[config.mk]
export PLATFORM = sky130hd
export DESIGN_NAME = seq_adder32
export DESIGN_NICKNAME = d
export VERILOG_FILES = /design/src/rtl/seq_adder32_pkg.sv /design/src/rtl/seq_adder32_cla16.sv /design/src/rtl/seq_adder32.sv
export SDC_FILE = /design/constraint.sdc
export NUM_CORES = 1
export LEC_CHECK = 0
export ABC_CLOCK_PERIOD_IN_PS = 3700
export BUFFER_PORTS_ARGS = -buffer_cell sky130_fd_sc_hd__buf_2
export CAP_MARGIN = 20
export CORE_ASPECT_RATIO = 1.2
export CORE_UTILIZATION = 45
export CTS_BUF_LIST = sky130_fd_sc_hd__clkbuf_8 sky130_fd_sc_hd__clkbuf_16
export DETAILED_ROUTE_END_ITERATION = 8
export GPL_TIMING_DRIVEN = 0
export MAX_ROUTING_LAYER = met4
export PLACE_DENSITY = 0.72
export SLEW_MARGIN = 20
export SYNTH_ARGS = -nofsm -noshare
export SYNTH_HDL_FRONTEND = slang
export SYNTH_SLANG_ARGS = --single-unit
[constraint.sdc]
create_clock -name clk -period 3.7 [get_ports clk]
set_input_delay 0.74 -clock clk [delete_from_list [all_inputs] [get_ports clk]]
set_output_delay 0.74 -clock clk [all_outputs]
set_load 0.03 [all_outputs]
[src/rtl/seq_adder32_pkg.sv]
// seq_adder32_pkg
//   Shared definitions for the chunked sequential adder:
//   - state_e   : controller states (idle / running chunks / result held)
//   - CHUNK_W   : width of one adder chunk
//   - idx_width : width of the chunk index counter for a given chunk count
package seq_adder32_pkg;

  localparam int CHUNK_W = 16;

  typedef enum logic [1:0] {
    ST_IDLE = 2'd0,
    ST_RUN  = 2'd1,
    ST_DONE = 2'd2
  } state_e;

  function automatic int idx_width(input int n_chunks);
    return $clog2(n_chunks);
  endfunction

endpackage

[src/rtl/seq_adder32_cla16.sv]
// CLAAdder16
//   16-bit two-level carry-lookahead adder: four 4-bit lookahead groups with
//   a second lookahead level across the group propagate/generate terms.
// Ports:
//   a, b  : 16-bit operands
//   cin   : carry in
//   sum   : 16-bit sum
//   cout  : carry out of bit 15
//   p, g  : block propagate / generate over all 16 bits
module CLAAdder16 (
  input  logic [15:0] a,
  input  logic [15:0] b,
  input  logic        cin,
  output logic [15:0] sum,
  output logic        cout,
  output logic        p,
  output logic        g
);

  logic [15:0] bp;
  logic [15:0] bg;
  logic [3:0]  gp;
  logic [3:0]  gg;
  logic [4:0]  gc;
  logic        c_run;

  // Bit and group propagate/generate, then group carries in flat lookahead form.
  always_comb begin
    bp = a ^ b;
    bg = a & b;
    gp = '0;
    gg = '0;
    for (int unsigned k = 0; k < 4; k++) begin
      gp[k] = &bp[4*k +: 4];
      gg[k] = bg[4*k+3]
            | (bp[4*k+3] & bg[4*k+2])
            | (bp[4*k+3] & bp[4*k+2] & bg[4*k+1])
            | (bp[4*k+3] & bp[4*k+2] & bp[4*k+1] & bg[4*k]);
    end
    gc[0] = cin;
    gc[1] = gg[0] | (gp[0] & cin);
    gc[2] = gg[1] | (gp[1] & gg[0]) | (gp[1] & gp[0] & cin);
    gc[3] = gg[2] | (gp[2] & gg[1]) | (gp[2] & gp[1] & gg[0])
          | (gp[2] & gp[1] & gp[0] & cin);
    gc[4] = gg[3] | (gp[3] & gg[2]) | (gp[3] & gp[2] & gg[1])
          | (gp[3] & gp[2] & gp[1] & gg[0])
          | (gp[3] & gp[2] & gp[1] & gp[0] & cin);
  end

  // Within a group the carry only spans 4 bits from the lookahead group carry.
  always_comb begin
    sum   = '0;
    c_run = 1'b0;
    for (int unsigned k = 0; k < 4; k++) begin
      c_run = gc[k];
      for (int unsigned j = 0; j < 4; j++) begin
        sum[4*k+j] = bp[4*k+j] ^ c_run;
        c_run      = bg[4*k+j] | (bp[4*k+j] & c_run);
      end
    end
  end

  assign cout = gc[4];
  assign p    = &gp;
  assign g    = gg[3] | (gp[3] & gg[2]) | (gp[3] & gp[2] & gg[1])
              | (gp[3] & gp[2] & gp[1] & gg[0]);

endmodule

[src/rtl/seq_adder32.sv]
// seq_adder32
//   Multi-cycle wide adder: one 16-bit CLA is reused over N_CHUNKS chunks,
//   least-significant chunk first, with the carry registered between chunks.
//   {cout, sum} = a + b + cin. Optional signed overflow flag when the macro
//   SEQ_ADDER_OVF_EN is defined.
// Parameters:
//   N_CHUNKS  : number of 16-bit chunks (2..8); operand width W = 16*N_CHUNKS
// Ports:
//   clk, rst  : clock, synchronous active-high reset
//   in_valid  : operands presented          in_ready  : idle, can accept
//   a, b, cin : operands and carry in
//   out_valid : result held                 out_ready : consumer takes result
//   sum, cout : registered result and carry out of the top chunk
//   ovf       : signed overflow (only with SEQ_ADDER_OVF_EN)
module seq_adder32
  import seq_adder32_pkg::*;
#(
  parameter int N_CHUNKS = 2
) (
  input  logic                      clk,
  input  logic                      rst,
  input  logic                      in_valid,
  output logic                      in_ready,
  input  logic [CHUNK_W*N_CHUNKS-1:0] a,
  input  logic [CHUNK_W*N_CHUNKS-1:0] b,
  input  logic                      cin,
  output logic                      out_valid,
  input  logic                      out_ready,
  output logic [CHUNK_W*N_CHUNKS-1:0] sum,
  output logic                      cout
`ifdef SEQ_ADDER_OVF_EN
  ,
  output logic                      ovf
`endif
);

  localparam int W     = CHUNK_W * N_CHUNKS;
  localparam int IDX_W = idx_width(N_CHUNKS);
  localparam logic [IDX_W-1:0] IDX_LAST = IDX_W'(N_CHUNKS - 1);

  state_e             state_q, state_d;
  logic [W-1:0]       a_q, a_d;
  logic [W-1:0]       b_q, b_d;
  logic [W-1:0]       sum_q, sum_d;
  logic               carry_q, carry_d;
  logic               cout_q, cout_d;
  logic [IDX_W-1:0]   idx_q, idx_d;
  logic               in_ready_q, in_ready_d;
  logic               out_valid_q, out_valid_d;
`ifdef SEQ_ADDER_OVF_EN
  logic               ovf_q, ovf_d;
`endif

  logic [CHUNK_W-1:0] cla_a;
  logic [CHUNK_W-1:0] cla_b;
  logic [CHUNK_W-1:0] cla_sum;
  logic               cla_cout;
  logic               cla_p;
  logic               cla_g;
  logic               unused_pg;

  assign cla_a = a_q[CHUNK_W*idx_q +: CHUNK_W];
  assign cla_b = b_q[CHUNK_W*idx_q +: CHUNK_W];

  CLAAdder16 u_cla (
    .a    (cla_a),
    .b    (cla_b),
    .cin  (carry_q),
    .sum  (cla_sum),
    .cout (cla_cout),
    .p    (cla_p),
    .g    (cla_g)
  );

  assign unused_pg = cla_p ^ cla_g;

  always_comb begin
    state_d     = state_q;
    a_d         = a_q;
    b_d         = b_q;
    sum_d       = sum_q;
    carry_d     = carry_q;
    cout_d      = cout_q;
    idx_d       = idx_q;
    in_ready_d  = in_ready_q;
    out_valid_d = out_valid_q;
`ifdef SEQ_ADDER_OVF_EN
    ovf_d       = ovf_q;
`endif
    case (state_q)
      ST_IDLE: begin
        if (in_valid) begin
          a_d        = a;
          b_d        = b;
          carry_d    = cin;
          idx_d      = '0;
          in_ready_d = 1'b0;
          state_d    = ST_RUN;
        end
      end
      ST_RUN: begin
        sum_d[CHUNK_W*idx_q +: CHUNK_W] = cla_sum;
        carry_d = cla_cout;
        idx_d   = idx_q + 1'b1;
        if (idx_q == IDX_LAST) begin
          cout_d      = cla_cout;
          out_valid_d = 1'b1;
          state_d     = ST_DONE;
`ifdef SEQ_ADDER_OVF_EN
          // Top-chunk sum MSB is still on the CLA output this cycle.
          ovf_d = (a_q[W-1] == b_q[W-1]) && (cla_sum[CHUNK_W-1] != a_q[W-1]);
`endif
        end
      end
      ST_DONE: begin
        if (out_ready) begin
          out_valid_d = 1'b0;
          in_ready_d  = 1'b1;
          state_d     = ST_IDLE;
        end
      end
      default: begin
        out_valid_d = 1'b0;
        in_ready_d  = 1'b1;
        state_d     = ST_IDLE;
      end
    endcase
  end

  always_ff @(posedge clk) begin
    if (rst) begin
      state_q     <= ST_IDLE;
      a_q         <= '0;
      b_q         <= '0;
      sum_q       <= '0;
      carry_q     <= 1'b0;
      cout_q      <= 1'b0;
      idx_q       <= '0;
      in_ready_q  <= 1'b1;
      out_valid_q <= 1'b0;
`ifdef SEQ_ADDER_OVF_EN
      ovf_q       <= 1'b0;
`endif
    end else begin
      state_q     <= state_d;
      a_q         <= a_d;
      b_q         <= b_d;
      sum_q       <= sum_d;
      carry_q     <= carry_d;
      cout_q      <= cout_d;
      idx_q       <= idx_d;
      in_ready_q  <= in_ready_d;
      out_valid_q <= out_valid_d;
`ifdef SEQ_ADDER_OVF_EN
      ovf_q       <= ovf_d;
`endif
    end
  end

  assign in_ready  = in_ready_q;
  assign out_valid = out_valid_q;
  assign sum       = sum_q;
  assign cout      = cout_q;
`ifdef SEQ_ADDER_OVF_EN
  assign ovf       = ovf_q;
`endif

endmodule
Word-level counts from Yosys, hierarchy flattened

Index checks and enable logic that the tools add are counted.

Multiplexer cells: 14
$add $sub $neg: 2
Eq/ne operators: 5
Shifts and indexed selects: 4
Bitwise gates (word level): 102
Reductions and logical operators: 12

Operator list:

| cell                       | count |
|---|---|
| $shiftx A32 B6 Y16         | 2 |
| $and A1 B1 Y1              | 48 |
| $neg A5 Y34                | 1 |
| $or A1 B1 Y1               | 34 |
| $shift A16 B34 Y32 const A | 1 |
| $shiftx A16 B34 Y32        | 1 |
| $bwmux W32                 | 1 |
| $and A16 B16 Y16           | 1 |
| $reduce_and A4 Y1          | 4 |
| $xor A1 B1 Y1              | 16 |
| $xor A16 B16 Y16           | 1 |
| $reduce_and A3 Y1          | 3 |
| $mux W2                    | 3 |
| $ne A2 B2 Y1 const B       | 3 |
| $pmux W1 S3                | 2 |
| $pmux W2 S3                | 1 |
| $reduce_and A2 Y1          | 3 |
| $mux W1                    | 5 |
| $pmux W1 S2                | 2 |
| $eq A2 B1 Y1 const B       | 1 |
| $eq A2 B2 Y1 const B       | 1 |
| $logic_not A2 Y1           | 1 |
| $not A1 Y1                 | 2 |
| $reduce_bool A2 Y1         | 1 |
| $add A1 B1 Y1 const B      | 1 |

Input bits: 69
Output and inout port bits: 35
Register bits: 103
Logic and storage cells: 148

Depth between registers and ports, before layout

Depth after elaboration: 19
Depth in mapped cells: 15
Mapped depth without buffers: 13

By module

Synthesis repeated with hierarchy kept, for this count alone.

Cells, all modules: 572
Area total of the unflattened synthesis: 4854.7 um2

By module, submodules not included:

| module      | area each (um2) | cells each | times used | seq. area each (um2) |
|---|---|---|---|---|
| seq_adder32 | 4119.0          | 491        | 1          | 2062.0 |
| CLAAdder16  | 735.7           | 81         | 1          | 0.0 |

Worst setup path before layout

No wires, ideal clock.

Path kind: register -> register
Start point: register idx_q
End point: register sum_q[14], in the netlist sum[14]
Path slack: 0.281 ns
Buffers on the path: 2
Period minus slack after synthesis: 3.419 ns
Setup time: 0.128 ns
Data required time: 3.572 ns
Arrival time: 3.291 ns
Stages on the path, launching flop included: 16
Cell sequence: dfxtp_1 > buf_4 > buf_2 > mux2i_1 > inv_1 > ha_1 > and3_1 > a221o_1 > nor2b_1 > nor2_1 > fa_1 > fa_1 > inv_1 > fa_1 > mux2i_1 > nor2_1

Longest elaborated chain between the ends: 19
Elaborated cells on any way between the ends: 90
Those cells by class: 1 x add/sub; 4 x shift; 1 x mux; 81 x bitwise; 3 x reduce/logical

RTL lines:

| item                                                        | line                                                                      | source |
|---|---|---|
| from (decl)                                                 | seq_adder32.sv:47                                                         | `logic [IDX_W-1:0] idx_q, idx_d;` |
| from (signal assigned)                                      | seq_adder32.sv:151                                                        | `idx_q <= idx_d;` |
| $shiftx A32 B6 Y16, on equally long branches                | seq_adder32.sv:62, seq_adder32.sv:63                                      |  |
| $xor A16 B16 Y16 / $and A16 B16 Y16 (equally long branches) | seq_adder32_cla16.sv:29, seq_adder32_cla16.sv:30                          |  |
| $and A1 B1 Y1, on equally long branches                     | seq_adder32_cla16.sv:36, seq_adder32_cla16.sv:37, seq_adder32_cla16.sv:38 |  |
| $or A1 B1 Y1, or another cell as far along                  | seq_adder32_cla16.sv:36                                                   | `\| (bp[4*k+3] & bg[4*k+2])` |
| $or A1 B1 Y1 / $and A1 B1 Y1 (equally long branches)        | seq_adder32_cla16.sv:37, seq_adder32_cla16.sv:38                          |  |
| $or A1 B1 Y1                                                | seq_adder32_cla16.sv:38                                                   | `\| (bp[4*k+3] & bp[4*k+2] & bp[4*k+1] & bg[4*k]);` |
| $and A1 B1 Y1                                               | seq_adder32_cla16.sv:43                                                   | `gc[3] = gg[2] \| (gp[2] & gg[1]) \| (gp[2] & gp[1] & gg[0])` |
| $or A1 B1 Y1 (2 in a row)                                   | seq_adder32_cla16.sv:43                                                   |  |
| [... 2 more ...]                                            | n/a                                                                       |  |
| $or A1 B1 Y1                                                | seq_adder32_cla16.sv:58                                                   | `c_run = bg[4*k+j] \| (bp[4*k+j] & c_run);` |
| $and A1 B1 Y1                                               | seq_adder32_cla16.sv:58                                                   |  |
| $or A1 B1 Y1                                                | seq_adder32_cla16.sv:58                                                   |  |
| $and A1 B1 Y1                                               | seq_adder32_cla16.sv:58                                                   |  |
| $or A1 B1 Y1                                                | seq_adder32_cla16.sv:58                                                   |  |
| $xor A1 B1 Y1                                               | seq_adder32_cla16.sv:57                                                   | `sum[4*k+j] = bp[4*k+j] ^ c_run;` |
| $shiftx A16 B34 Y32                                         | seq_adder32.sv:102                                                        | `sum_d[CHUNK_W*idx_q +: CHUNK_W] = cla_sum;` |
| $bwmux W32 *                                                | seq_adder32.sv:102                                                        |  |
| to (signal assigned)                                        | seq_adder32.sv:148                                                        | `sum_q <= sum_d;` |
| to (decl)                                                   | seq_adder32.sv:44                                                         | `logic [W-1:0] sum_q, sum_d;` |

Every way passes the cells marked *; elsewhere a longest branch is shown, timed or not.
A chain may end at the register's enable or synchronous reset.

Final worst setup path

Ends and elaborated chain as after synthesis.

==> impl_metrics.csv <==
group,metric,value,unit
run_status,status,"finished with violations",
run_status,violations,"setup timing",
setup_path,path_class,"reg -> reg",
setup_path,crit_end,"sum[14]",
clock_network,cts_hold_buf,0,
placement,io_buffer_count,102,
clock_network,clk_pin_slew_worst_paths,70,ps
power_and_ir_drop,power_density,468,nW/um2
logic_synthesis,synth_seq_cells,103,
logic_synthesis,synth_area,4700,um2
final_layout,syn_to_final_growth,25.5,%
final_layout,finalNetCount,757,
power_and_ir_drop,power.total,2.76,mW
placement,gp_congestion,0.887,
logic_synthesis,async_reset_ff_share,0,%
placement,dpl_cell_area,5370,um2
setup_path,reg2reg_to,"sum[14]",
die,dieArea,10900,um2
final_layout,n_antenna_cell,0,
logic_synthesis,ys.flop_type,"dfxtp_1",
logic_synthesis,netlist.area_leader.share,43.9,%
sta,setup_ws,-6.24,ps
final_layout,seq_area,2060,um2
setup_path,crit_cells,15,
global_routing,grt_pass1_vias,3950,
power_and_ir_drop,ir_drop,0.000215,V
clock_network,cts_tree,"yes",
setup_path,cpMostUsedCell,"nor2_1",
power_and_ir_drop,p_leak,2.59,nW
global_routing,grt_use_total,23.5,%
die,start_util,46.5,%
sta,min_period,3710,ps
setup_path,slowest_stage,"fa_2",
route,wl,12.0,mm
route,avgRoutedWirePerCell,15.2,um
logic_synthesis,synth_cell_types,35,
die,die_width,95.3,um
final_layout,drive_above_1_share,26.9,%
setup_path,ff2ff_path_depth,15,
route,dr.pass1.iters,7,
route,vias,4117,
route,dr.first_iter.drc_count,208,
placement,dp_cells,773,
final_layout,final_area,5900,um2
final_layout,final_cells,791,
die,dieHeight,114,um
die,ios,104,
global_routing,grt-ovfl-total,0,
global_routing,grt_max_degree,17,
flow_run,cap_viol_max_count,0,
logic_synthesis,syn_nets,642,
sta,rsz0062_at_grt,"true",
logic_synthesis,synth_edf_count,0,
global_routing,antenna_found_initial,0,
route,post-route-drc-count,0,
placement,dp_hpwl,9.25,mm
sta,setup_tns,-6.24,ps
route,vias_per_cell,5.20,
logic_synthesis,synth.yosys.seq_area_share,43.9,%
sta,fmax,270,MHz
die,rows,40,
setup_path,arrival,3920,ps
logic_synthesis,synth_warnings,0,
final_layout,multiInputGateArea,2480,um2
global_routing,grt_pass1_wl,18.7,mm
final_layout,n_fill_cell,906,
sta,min_period_over_period,100,%
worst_hold_path,hold_class,"reg -> reg",
setup_path,crit_chain,"buf_8 -> buf_8 -> mux2i_1 -> inv_1 -> ha_1 -> nand4_1 -> nor2_1 -> a31o_2 -> nor2_1 -> fa_1 -> fa_1 -> inv_1 -> fa_2 -> mux2i_1 -> nor2_1",
clock_network,htree_levels,3,
sta,drv_slew,0,
logic_synthesis,synthTopCellsByArea,"dfxtp_1 44%, nand2_1 11%, a21oi_1 8.6%",
clock_network,clockRootBuffer,"clkbuf_16",
clock_network,clkLatencyLatePin,350,ps
setup_path,r2r-start,"idx_q",
setup_path,crit_path_max_fanout,10,
setup_path,cp-startpoint,"idx_q",
logic_synthesis,syn_inst,545,
setup_path,max_stage_delay,470,ps
logic_synthesis,avgSynthCellArea,8.63,um2
sta,max-slew-margin-rel,59.4,%
setup_path,worstPathRequired,3920,ps
setup_path,end_kind,"flip-flop",
sta,worst_slew_pin_slew,610,ps
setup_path,crit_buf_inv,4,
clock_network,cts-buffers-inserted,9,
setup_path,crit_family,"adder cells",
sta,skew,8.87,ps
sta,whs,455,ps
sta,setup_viol,1,
clock_network,cts_sinks,103,
die,coreArea,10100,um2
setup_path,r2r_slack,-6,ps
setup_path,startpoint_type,"flip-flop",
clock_network,cts_buffer_depth,2,
sta,finalHoldViolCount,0,
route,ant_nets,0,
logic_synthesis,synth_top_area_cell,"dfxtp_1",
-- cell usage in the layout (no fill, tap or decap), types with 2 or more instances in the layout --
cell type / Yosys / final
o21ai_0: 2 / 2
mux2i_1: 25 / 14
a211oi_1: 24 / 23
buf_12: 0 / 2
xnor2_1: 4 / 2
buf_4: 2 / 3
nand2_1: 143 / 143
a21oi_1: 81 / 81
ha_1: 16 / 14
fa_1: 12 / 11
nor2_1: 41 / 41
nand3_1: 2 / 2
clkbuf_8: 0 / 3
buf_6: 8 / 8
a21o_1: 2 / 2
buf_2: 13 / 112
o21bai_1: 2 / 2
inv_1: 24 / 24
clkbuf_16: 0 / 9
ha_4: 0 / 2
xnor2_2: 0 / 2
buf_8: 0 / 2
mux2i_2: 0 / 5
mux2i_4: 0 / 6
dfxtp_1: 103 / 103
mux2_2: 12 / 12
clkbuf_1: 12 / 12
nor2_8: 2 / 2
-- layout make-up --
type,instances,area share (%)
multi-input cells,383,42.1
flip-flops and latches,103,34.9
repair buffers,104,8.91
clock buffers,12,4.52
plain buffers,35,4.45
well taps,126,2.67
inverters,24,1.53
clock inverters,4,0.869
-- tightest hold or removal path, cell delays in order (launching register included) --
cell	delay (ps)
dfxtp_1	310
nand2_1	50
a21oi_1	50
-- cell usage after synthesis (4+ instances only) --
cell type / n
buf_2: 13
xnor2_1: 4
dfxtp_1: 103
a211oi_1: 24
a21oi_1: 81
clkbuf_1: 12
mux2i_1: 25
mux2_2: 12
nor2_1: 41
inv_1: 24
nand2_1: 143
fa_1: 12
buf_6: 8
ha_1: 16
-- what timing repair did --
| item | 4_1_cts | 5_1_grt |
|---|---|---|
| resized for setup | 17 | 21 |
| cloned | 0 | 0 |
| buffers inserted | 0 | 2 |
| setup endpoints to repair | 11 | 12 |
| pin swaps | 0 | 1 |
-- how the worst min path moves through the flow --
stage / end / slack (ps) / depth (start not counted) / from
final: b_q[31] / 450 / 2 / b_q[31]
after global routing: b_q[24] / 480 / 2 / b_q[24]
after CTS: b_q[23] / 460 / 2 / b_q[23]
after detailed placement: a_q[15] / 450 / 2 / a_q[15]
after global placement: b_q[31] / 440 / 2 / b_q[31]
after floorplan: a_q[16] / 430 / 2 / a_q[16]
-- power by group --
group          total [mW]  switching [mW]  internal (mW)  leakage, nW
sequential           1.23          0.0459           1.18        0.843
clock               0.993           0.412          0.581        0.155
combinational       0.540           0.320          0.221         1.59
total                2.76           0.777           1.98         2.59
-- logic make-up (layout without fill, tap and decap cells) --
logic type      after synthesis  in the layout  share of synthesized area (%)
compound gates              117            117                           14.2
mux                          37             37                           8.20
simple gates                197            197                           17.1
fa+ha+maj                    28             28                           9.37
buf+inv                      59            179                           6.49
xor+xnor                      4              4                          0.745
flops                       103            103                           43.9
-- sequential cells by signal, indices dropped and copies added (netlist names) --
name       count
b_q           32
cout           1
in_ready       1
sum           32
carry_q        1
state_q        2
a_q           32
out_valid      1
idx_q          1
-- metrics by stage --
stage          worst slack [ps]  utilization, %
2_1_floorplan               281               -
3_3_place_gp               -164            53.1
3_5_place_dp               -267            53.1
4_1_cts                    3.42            57.0
5_1_grt                   -85.8            58.4
6_report                  -6.24            58.4
-- metal layers --
| metal | vias up | GRT usage [%] | wire length [um] |
|---|---|---|---|
| met5 | - | - | 0 |
| met4 | 0 | 10.2 | 365 |
| met3 | 27 | 4.27 | 601 |
| met2 | 131 | 40.0 | 6000 |
| met1 | 1914 | 26.6 | 5040 |
| li1 | 2045 | - | - |
(Power assumes the default switching activity.)
